### src/rtl/pll_pkg.sv
// rtl/pll_pkg.sv - shared types and constants for the PLL frequency-lock detector
package pll_pkg;

   typedef enum logic [1:0] {
      ST_IDLE  = 2'd0,
      ST_COUNT = 2'd1,
      ST_EVAL  = 2'd2
   } pll_state_t;

   localparam int PLL_CNT_W = 12;
   localparam int GOOD_W    = 4;

endpackage

### src/rtl/clk_edge_sync.sv
// rtl/clk_edge_sync.sv - multi-flop synchronizer for a slow clock input with a rising-edge pulse
module clk_edge_sync #(
   parameter int SYNC_STAGES = 2
) (
   input  logic clk,
   input  logic rstn_s,
   input  logic d,
   output logic rise
);

   logic [SYNC_STAGES-1:0] sync_q;
   logic                   prev_q;

   always_ff @(posedge clk or negedge rstn_s) begin
      if (!rstn_s) begin
         sync_q <= '0;
         prev_q <= 1'b0;
      end else begin
         sync_q <= {sync_q[SYNC_STAGES-2:0], d};
         prev_q <= sync_q[SYNC_STAGES-1];
      end
   end

   assign rise = sync_q[SYNC_STAGES-1] & ~prev_q;

endmodule

### src/rtl/pll_lock_detector.sv
// rtl/pll_lock_detector.sv - counts ref/feedback edges per window and reports diff, fast/slow and lock
module pll_lock_detector
   import pll_pkg::*;
#(
   parameter int SYNC_STAGES = 2,
   parameter int CNT_W       = PLL_CNT_W
) (
   input  logic             clk,
   input  logic             rstn_s,
   input  logic             en,
   input  logic             ref_in,
   input  logic             fb_in,
   input  logic [CNT_W-1:0] win_len,
   input  logic [3:0]       tol,
   input  logic [3:0]       lock_cnt,
   output logic             locked,
   output logic             fb_fast,
   output logic             fb_slow,
   output logic             win_done,
   output logic [CNT_W:0]   diff_out
);

   logic              ref_rise;
   logic              fb_rise;
   pll_state_t        state_q;
   logic [CNT_W-1:0]  ref_cnt_q;
   logic [CNT_W-1:0]  fb_cnt_q;
   logic [CNT_W-1:0]  win_len_q;
   logic [3:0]        tol_q;
   logic [3:0]        lock_cnt_q;
   logic [GOOD_W-1:0] good_q;

   logic [CNT_W-1:0]  win_eff;
   logic [CNT_W-1:0]  ref_inc;
   logic [CNT_W-1:0]  fb_sat;
   logic signed [CNT_W:0] diff;
   logic signed [CNT_W:0] tol_s;
   logic              is_fast;
   logic              is_slow;
   logic [GOOD_W-1:0] good_nxt;
   logic              lock_nxt;
   logic              new_win_one;

   clk_edge_sync #(.SYNC_STAGES(SYNC_STAGES)) u_ref_sync (
      .clk    (clk),
      .rstn_s (rstn_s),
      .d      (ref_in),
      .rise   (ref_rise)
   );

   clk_edge_sync #(.SYNC_STAGES(SYNC_STAGES)) u_fb_sync (
      .clk    (clk),
      .rstn_s (rstn_s),
      .d      (fb_in),
      .rise   (fb_rise)
   );

   // A zero window length would never close, so it behaves as one edge.
   assign win_eff     = (win_len_q == '0) ? CNT_W'(1) : win_len_q;
   assign new_win_one = (win_len <= CNT_W'(1));
   assign ref_inc     = ref_cnt_q + CNT_W'(1);
   assign fb_sat      = (fb_cnt_q == '1) ? fb_cnt_q : fb_cnt_q + CNT_W'(1);

   assign diff     = $signed({1'b0, fb_cnt_q}) - $signed({1'b0, ref_cnt_q});
   assign tol_s    = $signed({{(CNT_W-3){1'b0}}, tol_q});
   assign is_fast  = (diff > tol_s);
   assign is_slow  = (diff < -tol_s);
   assign good_nxt = (is_fast || is_slow) ? '0 :
                     (good_q == '1)       ? good_q : good_q + GOOD_W'(1);
   assign lock_nxt = (lock_cnt_q != 4'd0) && (good_nxt >= lock_cnt_q);

   always_ff @(posedge clk or negedge rstn_s) begin
      if (!rstn_s) begin
         state_q    <= ST_IDLE;
         ref_cnt_q  <= '0;
         fb_cnt_q   <= '0;
         win_len_q  <= '0;
         tol_q      <= '0;
         lock_cnt_q <= '0;
         good_q     <= '0;
         locked     <= 1'b0;
         fb_fast    <= 1'b0;
         fb_slow    <= 1'b0;
         win_done   <= 1'b0;
         diff_out   <= '0;
      end else begin
         win_done <= 1'b0;
         if (!en) begin
            state_q   <= ST_IDLE;
            ref_cnt_q <= '0;
            fb_cnt_q  <= '0;
            good_q    <= '0;
            locked    <= 1'b0;
            fb_fast   <= 1'b0;
            fb_slow   <= 1'b0;
            diff_out  <= '0;
         end else begin
            case (state_q)
               ST_IDLE: begin
                  ref_cnt_q  <= '0;
                  fb_cnt_q   <= '0;
                  win_len_q  <= win_len;
                  tol_q      <= tol;
                  lock_cnt_q <= lock_cnt;
                  state_q    <= ST_COUNT;
               end
               ST_COUNT: begin
                  if (ref_rise) ref_cnt_q <= ref_inc;
                  if (fb_rise)  fb_cnt_q  <= fb_sat;
                  if (ref_rise && (ref_inc == win_eff)) state_q <= ST_EVAL;
               end
               ST_EVAL: begin
                  win_done   <= 1'b1;
                  diff_out   <= diff;
                  fb_fast    <= is_fast;
                  fb_slow    <= is_slow;
                  good_q     <= good_nxt;
                  locked     <= lock_nxt;
                  // Edges seen while evaluating open the next window.
                  ref_cnt_q  <= CNT_W'(ref_rise);
                  fb_cnt_q   <= CNT_W'(fb_rise);
                  win_len_q  <= win_len;
                  tol_q      <= tol;
                  lock_cnt_q <= lock_cnt;
                  state_q    <= (ref_rise && new_win_one) ? ST_EVAL : ST_COUNT;
               end
               default: state_q <= ST_IDLE;
            endcase
         end
      end
   end

endmodule

### config.mk
export PLATFORM = sky130hd
export DESIGN_NAME = pll_lock_detector
export DESIGN_NICKNAME = d
export VERILOG_FILES = /design/src/rtl/pll_pkg.sv /design/src/rtl/clk_edge_sync.sv /design/src/rtl/pll_lock_detector.sv
export SDC_FILE = /design/constraint.sdc
export NUM_CORES = 1
export LEC_CHECK = 0
export ABC_AREA = 1
export BUFFER_PORTS_ARGS = -buffer_cell sky130_fd_sc_hd__buf_2
export CORE_UTILIZATION = 25
export DETAILED_ROUTE_END_ITERATION = 16
export MAX_ROUTING_LAYER = met4
export PLACE_DENSITY = 0.46
export SYNTH_ARGS = -nofsm -noshare
export SYNTH_HDL_FRONTEND = slang
export SYNTH_SLANG_ARGS = --single-unit
### constraint.sdc
create_clock -name clk -period 7.4 [get_ports clk]
set_clock_uncertainty 0.05 [all_clocks]
set_input_delay 0 -clock clk [delete_from_list [all_inputs] [get_ports clk]]
set_output_delay 0 -clock clk [all_outputs]
set_load 0.1 [all_outputs]
; ---- Word-level counts from Yosys, hierarchy flattened
; Cells that the tools add are included.
[op_classes]
add_sub_neg = 5
n_mul = 0
div = 0
order_cmp = 4
eq_ne = 11
shifts = 0
n_mux = 26
n_bitwise = 4
n_reduce_logical = 11
[ops]
columns = op, n
row1 = $mux W12, 6
row2 = $pmux W12 S3, 2
row3 = $mux W13, 2
row4 = $add A12 B1 Y12 const B, 2
row5 = $mux W4, 4
row6 = $gt A13 B5 Y1, 1
row7 = $lt A13 B13 Y1, 1
row8 = $neg A4 Y13, 1
row9 = $sub A12 B12 Y13, 1
row10 = $eq A12 B12 Y1, 1
row11 = $eq A12 B12 Y1 const B, 1
row12 = $le A12 B1 Y1 const B, 1
row13 = $logic_not A12 Y1, 1
row14 = $ne A3 B3 Y1 const B, 4
row15 = $mux W1, 8
row16 = $mux W2, 3
row17 = $pmux W2 S3, 1
row18 = $add A4 B1 Y4 const B, 1
row19 = $eq A4 B4 Y1 const B, 1
row20 = $ge A4 B4 Y1, 1
row21 = $ne A4 B1 Y1 const B, 1
row22 = $reduce_and A2 Y1, 2
row23 = $reduce_bool A4 Y1, 1
row24 = $logic_and A1 B1 Y1, 3
row25 = 9 further kinds, 11
[totals]
reg_bits = 73
latchBits = 0
mem_bits_rw = 0
romBits = 0
in_bits = 25
out_inout_bits = 17
wordCells = 77
memories = 0

; ---- Depth between registers and ports, before layout
[logic_depth]
ltp_word = 8
ltp_mapped = 28

; ---- Cells and area by module
; A second synthesis with hierarchy kept.
[unflattened]
cells_unflattened = 659
area_unflattened_um2 = 4953.5
[modules_own_cells]
columns = module, instances, cells_per_inst, area_each_um2, seq_area_each_um2
row1 = pll_lock_detector, 1, 649, 4783.3, 1676.6
row2 = clk_edge_sync, 2, 5, 85.1, 75.1

; ---- Least setup slack after synthesis
; OpenSTA, ideal clock, no wires.
[synth_path]
path_type = flip-flop to flip-flop
start = register fb_cnt_q[0]
end = register locked
arrival_time_ns = 3.415
required_time_ns = 7.227
slack_ns = 3.813
path_stages_with_launch = 25
path_cell_list = dfrtp_1 -> inv_1 -> ha_1 -> inv_1 -> fa_1 -> nand3_1 -> nand2_1 -> nand2_1 -> nand2_1 -> xor2_1 -> ha_1 -> a21oi_1 -> o21ai_0 -> a21oi_1 -> a21o_1 -> nand2_1 -> inv_1 -> nand2_2 -> nor2_1 -> ha_1 -> inv_1 -> nor2_1 -> o211ai_1 -> nand3_1 -> a32o_1
[synth_via]
elab_chain_len = 8
[synth_rtl]
columns = item, line
row1 = from (decl), pll_lock_detector.sv:27  ; logic [CNT_W-1:0] fb_cnt_q;
row2 = from (signal assigned), pll_lock_detector.sv:109  ; if (fb_rise) fb_cnt_q <= fb_sat;
row3 = from (signal assigned), pll_lock_detector.sv:121  ; fb_cnt_q <= CNT_W'(fb_rise);
row4 = $sub A12 B12 Y13 (*), pll_lock_detector.sv:64  ; assign diff = $signed({1'b0, fb_cnt_q}) - $signed({1'b0, ref_cnt_q});
row5 = $gt A13 B5 Y1 or $lt A13 B13 Y1 (tied branches), "pll_lock_detector.sv:66, pll_lock_detector.sv:67"
row6 = $logic_or A1 B1 Y1 (*), pll_lock_detector.sv:68  ; assign good_nxt = (is_fast || is_slow) ? '0 :
row7 = $mux W4 (*), pll_lock_detector.sv:68
row8 = $ge A4 B4 Y1 (*), pll_lock_detector.sv:70  ; assign lock_nxt = (lock_cnt_q != 4'd0) && (good_nxt >= lock_cnt_q);
row9 = $logic_and A1 B1 Y1 (*), pll_lock_detector.sv:70
row10 = $mux W1 (*), pll_lock_detector.sv:98  ; case (state_q)
row11 = $mux W1 (*), pll_lock_detector.sv:88  ; if (!en) begin
row12 = to (signal assigned), pll_lock_detector.sv:118  ; locked <= lock_nxt;
row13 = to (decl), pll_lock_detector.sv:16  ; output logic locked,
; Mark *: on every way between the ends. The rest lies on a longest branch, timed or not. The select of a mux whose other input is x is not followed.
; A chain may end at the register's enable or synchronous reset.

; ---- Final worst setup path
; Ends and elaborated chain as after synthesis.

==> Flow_metrics.wiki <==
{| class="wikitable"
! Metric !! Value
|-
| Run status || finished clean
|-
| Synth async-reset ratio || 1.00
|-
| Minimum setup slack after placement || roughly 3400 ps
|-
| CTS H-tree depth || 3
|-
| DRC errors left || 0
|-
| Clock transition at the register clock pins on the worst setup and hold paths after CTS || roughly 60 ps
|-
| Uppermost routed layer || met4
|-
| Post-DRT Antenna Nets || 0
|-
| Cell-by-cell trace of the critical path || inv_1 -> ha_1 -> inv_1 -> fa_1 -> nand3_1 -> nand2_1 -> nand2_1 -> nand2_1 -> xor2_1 -> ha_1 -> a21oi_1 -> o21ai_0 -> a21oi_1 -> a21o_1 -> nand2_1 -> inv_1 -> nand2_2 -> nor2_1 -> ha_1 -> inv_1 -> nor2_1 -> o211ai_1 -> nand3_1 -> a32o_1
|-
| Share of layout cells above drive strength 1 || 0.111
|-
| CTS-repair resized insts || 0
|-
| Internal power component || about 0.98 mW
|-
| Path class of the lowest-slack min-delay path || in2reg
|-
| Critical path buffer and inverter count || 4
|-
| Most used DFF post-synth || dfrtp_1
|-
| Most area-hungry cell type in the Yosys netlist || dfrtp_1
|-
| Total count of hold-check failures in the final report || 0
|-
| Core Area || approximately 0.019 mm2
|-
| Post-synthesis cell area || about 0.005 mm2
|-
| TritonCTS clock tree || built
|-
| Std-Cell Rows || 51
|-
| Flip-flop and latch count after synthesis || 73
|-
| Most common cell in the synthesized netlist || nand2_1
|-
| Maximum number of pins on one net before global-route repair || 74
|-
| Hpwl dp || a little under 10000 um
|-
| Achievable Freq || roughly 250 MHz
|-
| RSZ-0062 raised after global routing || no
|-
| Post-route fraction of the period consumed by the critical path || 0.543
|-
| Nature of the critical path startpoint || register
|-
| Largest stage delay, worst path || ~450 ps
|-
| Sink count of the clock tree || 73
|-
| Placed cell count || between 900 and 1000
|-
| Total overflow reported by the global router || 0
|-
| Top cell types by occurrence after synthesis || 162 x nand2_1, 98 x inv_1, 73 x dfrtp_1, 58 x nor2_1, 54 x nand3_1
|-
| Input/output buffers || roughly 40
|-
| Final setup violating endpoints || 0
|-
| Max_cap viols || 0
|-
| Sum of internal, switching and leakage power || about 1.6 mW
|-
| Fill count || 2099
|-
| Latest clock arrival within the worst-skew pair || between 300 and 400 ps
|-
| Met3 WL post-DR || around 400 um
|-
| Vias in the first global route || 4326
|-
| Top cells by area, synth || dfrtp_1 37%, nand2_1 12%, ha_1 10%
|-
| Post-synth EDFFs || 0
|-
| Worst slew pin tran || 988 ps
|-
| Final TNS setup || 0 ps
|-
| Switching part of the total power || 0.402
|-
| Count of different cell masters after synthesis || 36
|-
| Share of power burned in combinational logic || 0.383
|-
| Width of the chip || around 140 um
|-
| Worst slew slack as a fraction of its limit || 0.341
|-
| Arrival time at the worst endpoint || 4200 ps
|-
| Final RePlAce weighted congestion || 0.832
|-
| Maximum buffer depth of the clock tree || 2
|-
| Synth-to-layout area growth || 21.8%
|-
| Hold bufs inserted after CTS || 24
|-
| WL met1 || around 6300 um
|-
| Proportion of netlist area held by the largest area contributor || 0.370
|-
| Leakage power total || approximately 3.0 nW
|-
| VDD IR max || 0.120 mV
|-
| Final std cells w/o fill || 1002
|-
| Final antenna diode count || 0
|-
| Net total in the final layout || 800
|-
| DR vias || 4451
|-
| Number of iterations in the first detailed-routing pass || 5
|-
| Wire length of the first global-routing pass || roughly 22000 um
|-
| Routed WL per cell || approximately 13 um
|-
| Number of buffers inserted by post-CTS setup repair || 0
|-
| Slowest stage cell on the critical path || fa_1
|-
| Initial Util || 0.255
|-
| Gate count of the mapped netlist || between 600 and 700
|-
| Final core utilization || 0.310
|-
| Die Height || 143 um
|-
| Maximum fanout count along the critical path || 7
|-
| Antenna violations before repair || 0
|-
| Detailed-route vias per instance || between 4 and 5
|-
| DRC marker count from the first detailed-route iteration || 232
|-
| Global router's overall resource usage || 0.145
|-
| Type of the setup path with the least slack || reg2reg
|-
| Sequential element share of the synthesized area || 0.370
|-
| Avg Cell Area, Syn || between 7 and 8 um2
|-
| Cts bufs inserted || 9
|-
| Power Dens Cells || ~270 mW/mm2
|-
| Clock period minus final worst setup slack || roughly 4000 ps
|-
| Share of total power in sequential cells || 0.312
|-
| Number of pins exceeding their max-slew limit in the final report || 0
|-
| I/O pin cnt || 42
|-
| Sum of routed wire length over all layers || 13100 um
|-
| Final Cell Area || approximately 0.0060 mm2
|-
| Post-synth net total || 734
|-
| Clock Tree Root || clkbuf_16
|-
| Fraction of power consumed by the clock network || 0.305
|-
| Required time worst endpoint || approximately 7600 ps
|-
| Hold_ws || approximately 240 ps
|-
| Synth Warn # || 0
|-
| Post-Place Cell Area || roughly 0.0054 mm2
|-
| Minimum setup slack in the final design || 3380 ps
|-
| Largest delay contributor family on the critical path || adder cells
|-
| Area of the die || between 0.02 and 0.025 mm2
|-
| Reported net switching power || between 0.6 and 0.7 mW
|-
| Total met2 wirelength after detailed routing || ~6000 um
|-
| Type of destination of the critical path || register
|}
-- placed cells by master, fill, tap and decap left out, drive strengths merged --
cell type	synthesis	routed
nor4	5	5
and2	2	2
a21oi	34	34
nand3b	2	2
o21ai	23	23
nand2	169	169
clkinv	1	3
xnor2	1	1
dlygate4sd3	0	24
nor3	17	17
a22o	9	9
ha	41	41
clkbuf	8	9
mux2	4	4
o22ai	11	11
xor2	15	15
nor2	63	63
a32o	1	1
dfrtp	73	73
or2	1	1
buf	4	43
o211ai	3	3
clkinvlp	0	1
inv	102	102
a21o	1	1
and3	1	1
fa	1	1
nand3	54	54
nand4	19	19
bufinv	0	3
o32ai	2	2
-- registers in the layout (all words and copies together), names as in the netlist, 2 cells and up --
| signal | cells |
|---|---|
| diff_out | 13 |
| fb_cnt_q | 12 |
| good_q | 4 |
| lock_cnt_q | 4 |
| ref_cnt_q | 12 |
| state_q | 2 |
| tol_q | 4 |
| u_fb_sync.sync_q | 2 |
| u_ref_sync.sync_q | 2 |
| win_len_q | 12 |
-- final cells by class --
| class | instances | area (um2) | area share |
|---|---|---|---|
| multi-input cells | 479 | 2680 | 0.445 |
| repair buffers | 67 | 463 | 0.0769 |
| clock inverters | 6 | 108 | 0.0179 |
| flip-flops and latches | 73 | 1830 | 0.303 |
| inverters | 103 | 387 | 0.0642 |
| well taps | 265 | 332 | 0.0551 |
| clock buffers | 9 | 225 | 0.0374 |
-- power groups by stage --
stage	logic [mW]	clock network, mW	registers [mW]
floorplan	0.424	0	0.549
global placement	0.627	0	0.518
detailed placement	0.625	0	0.518
CTS	0.637	0.512	0.511
global route	0.722	0.527	0.520
finish	0.628	0.499	0.510
-- logic make-up (layout without fill, tap and decap cells) --
kind of cell    after synthesis  after routing  synth area share
xor+xnor                     16             16            0.0284
compound gates               84             84            0.0992
simple gates                333            333             0.297
buf+inv                     115            185            0.0884
flops                        73             73             0.370
fa+ha+maj                    42             42             0.108
mux                           4              4           0.00911
-- per-layer routing --
layer  vias to the layer above  global-route usage
met2                        69               0.225
met4                         0              0.0656
met5                         -                   -
li1                       2327                   -
met1                      2037               0.186
met3                        18              0.0209
-- final timing paths --
path / startpoint / to / slack [ps] / cells past startpoint
setup reg to reg: fb_cnt_q[0] / locked / 3380 / 24
min in group asynchronous: rstn_s / win_done / 280 / 2
setup / recovery: fb_cnt_q[0] / locked / 3380 / 24
max in group asynchronous: rstn_s / win_len_q[1] / 6340 / 2
hold / removal: fb_in / u_fb_sync.sync_q[0] / 240 / 2
hold reg to reg: u_ref_sync.sync_q[0] / u_ref_sync.sync_q[1] / 300 / 0
Note: power is estimated with default switching activity, not from simulation.
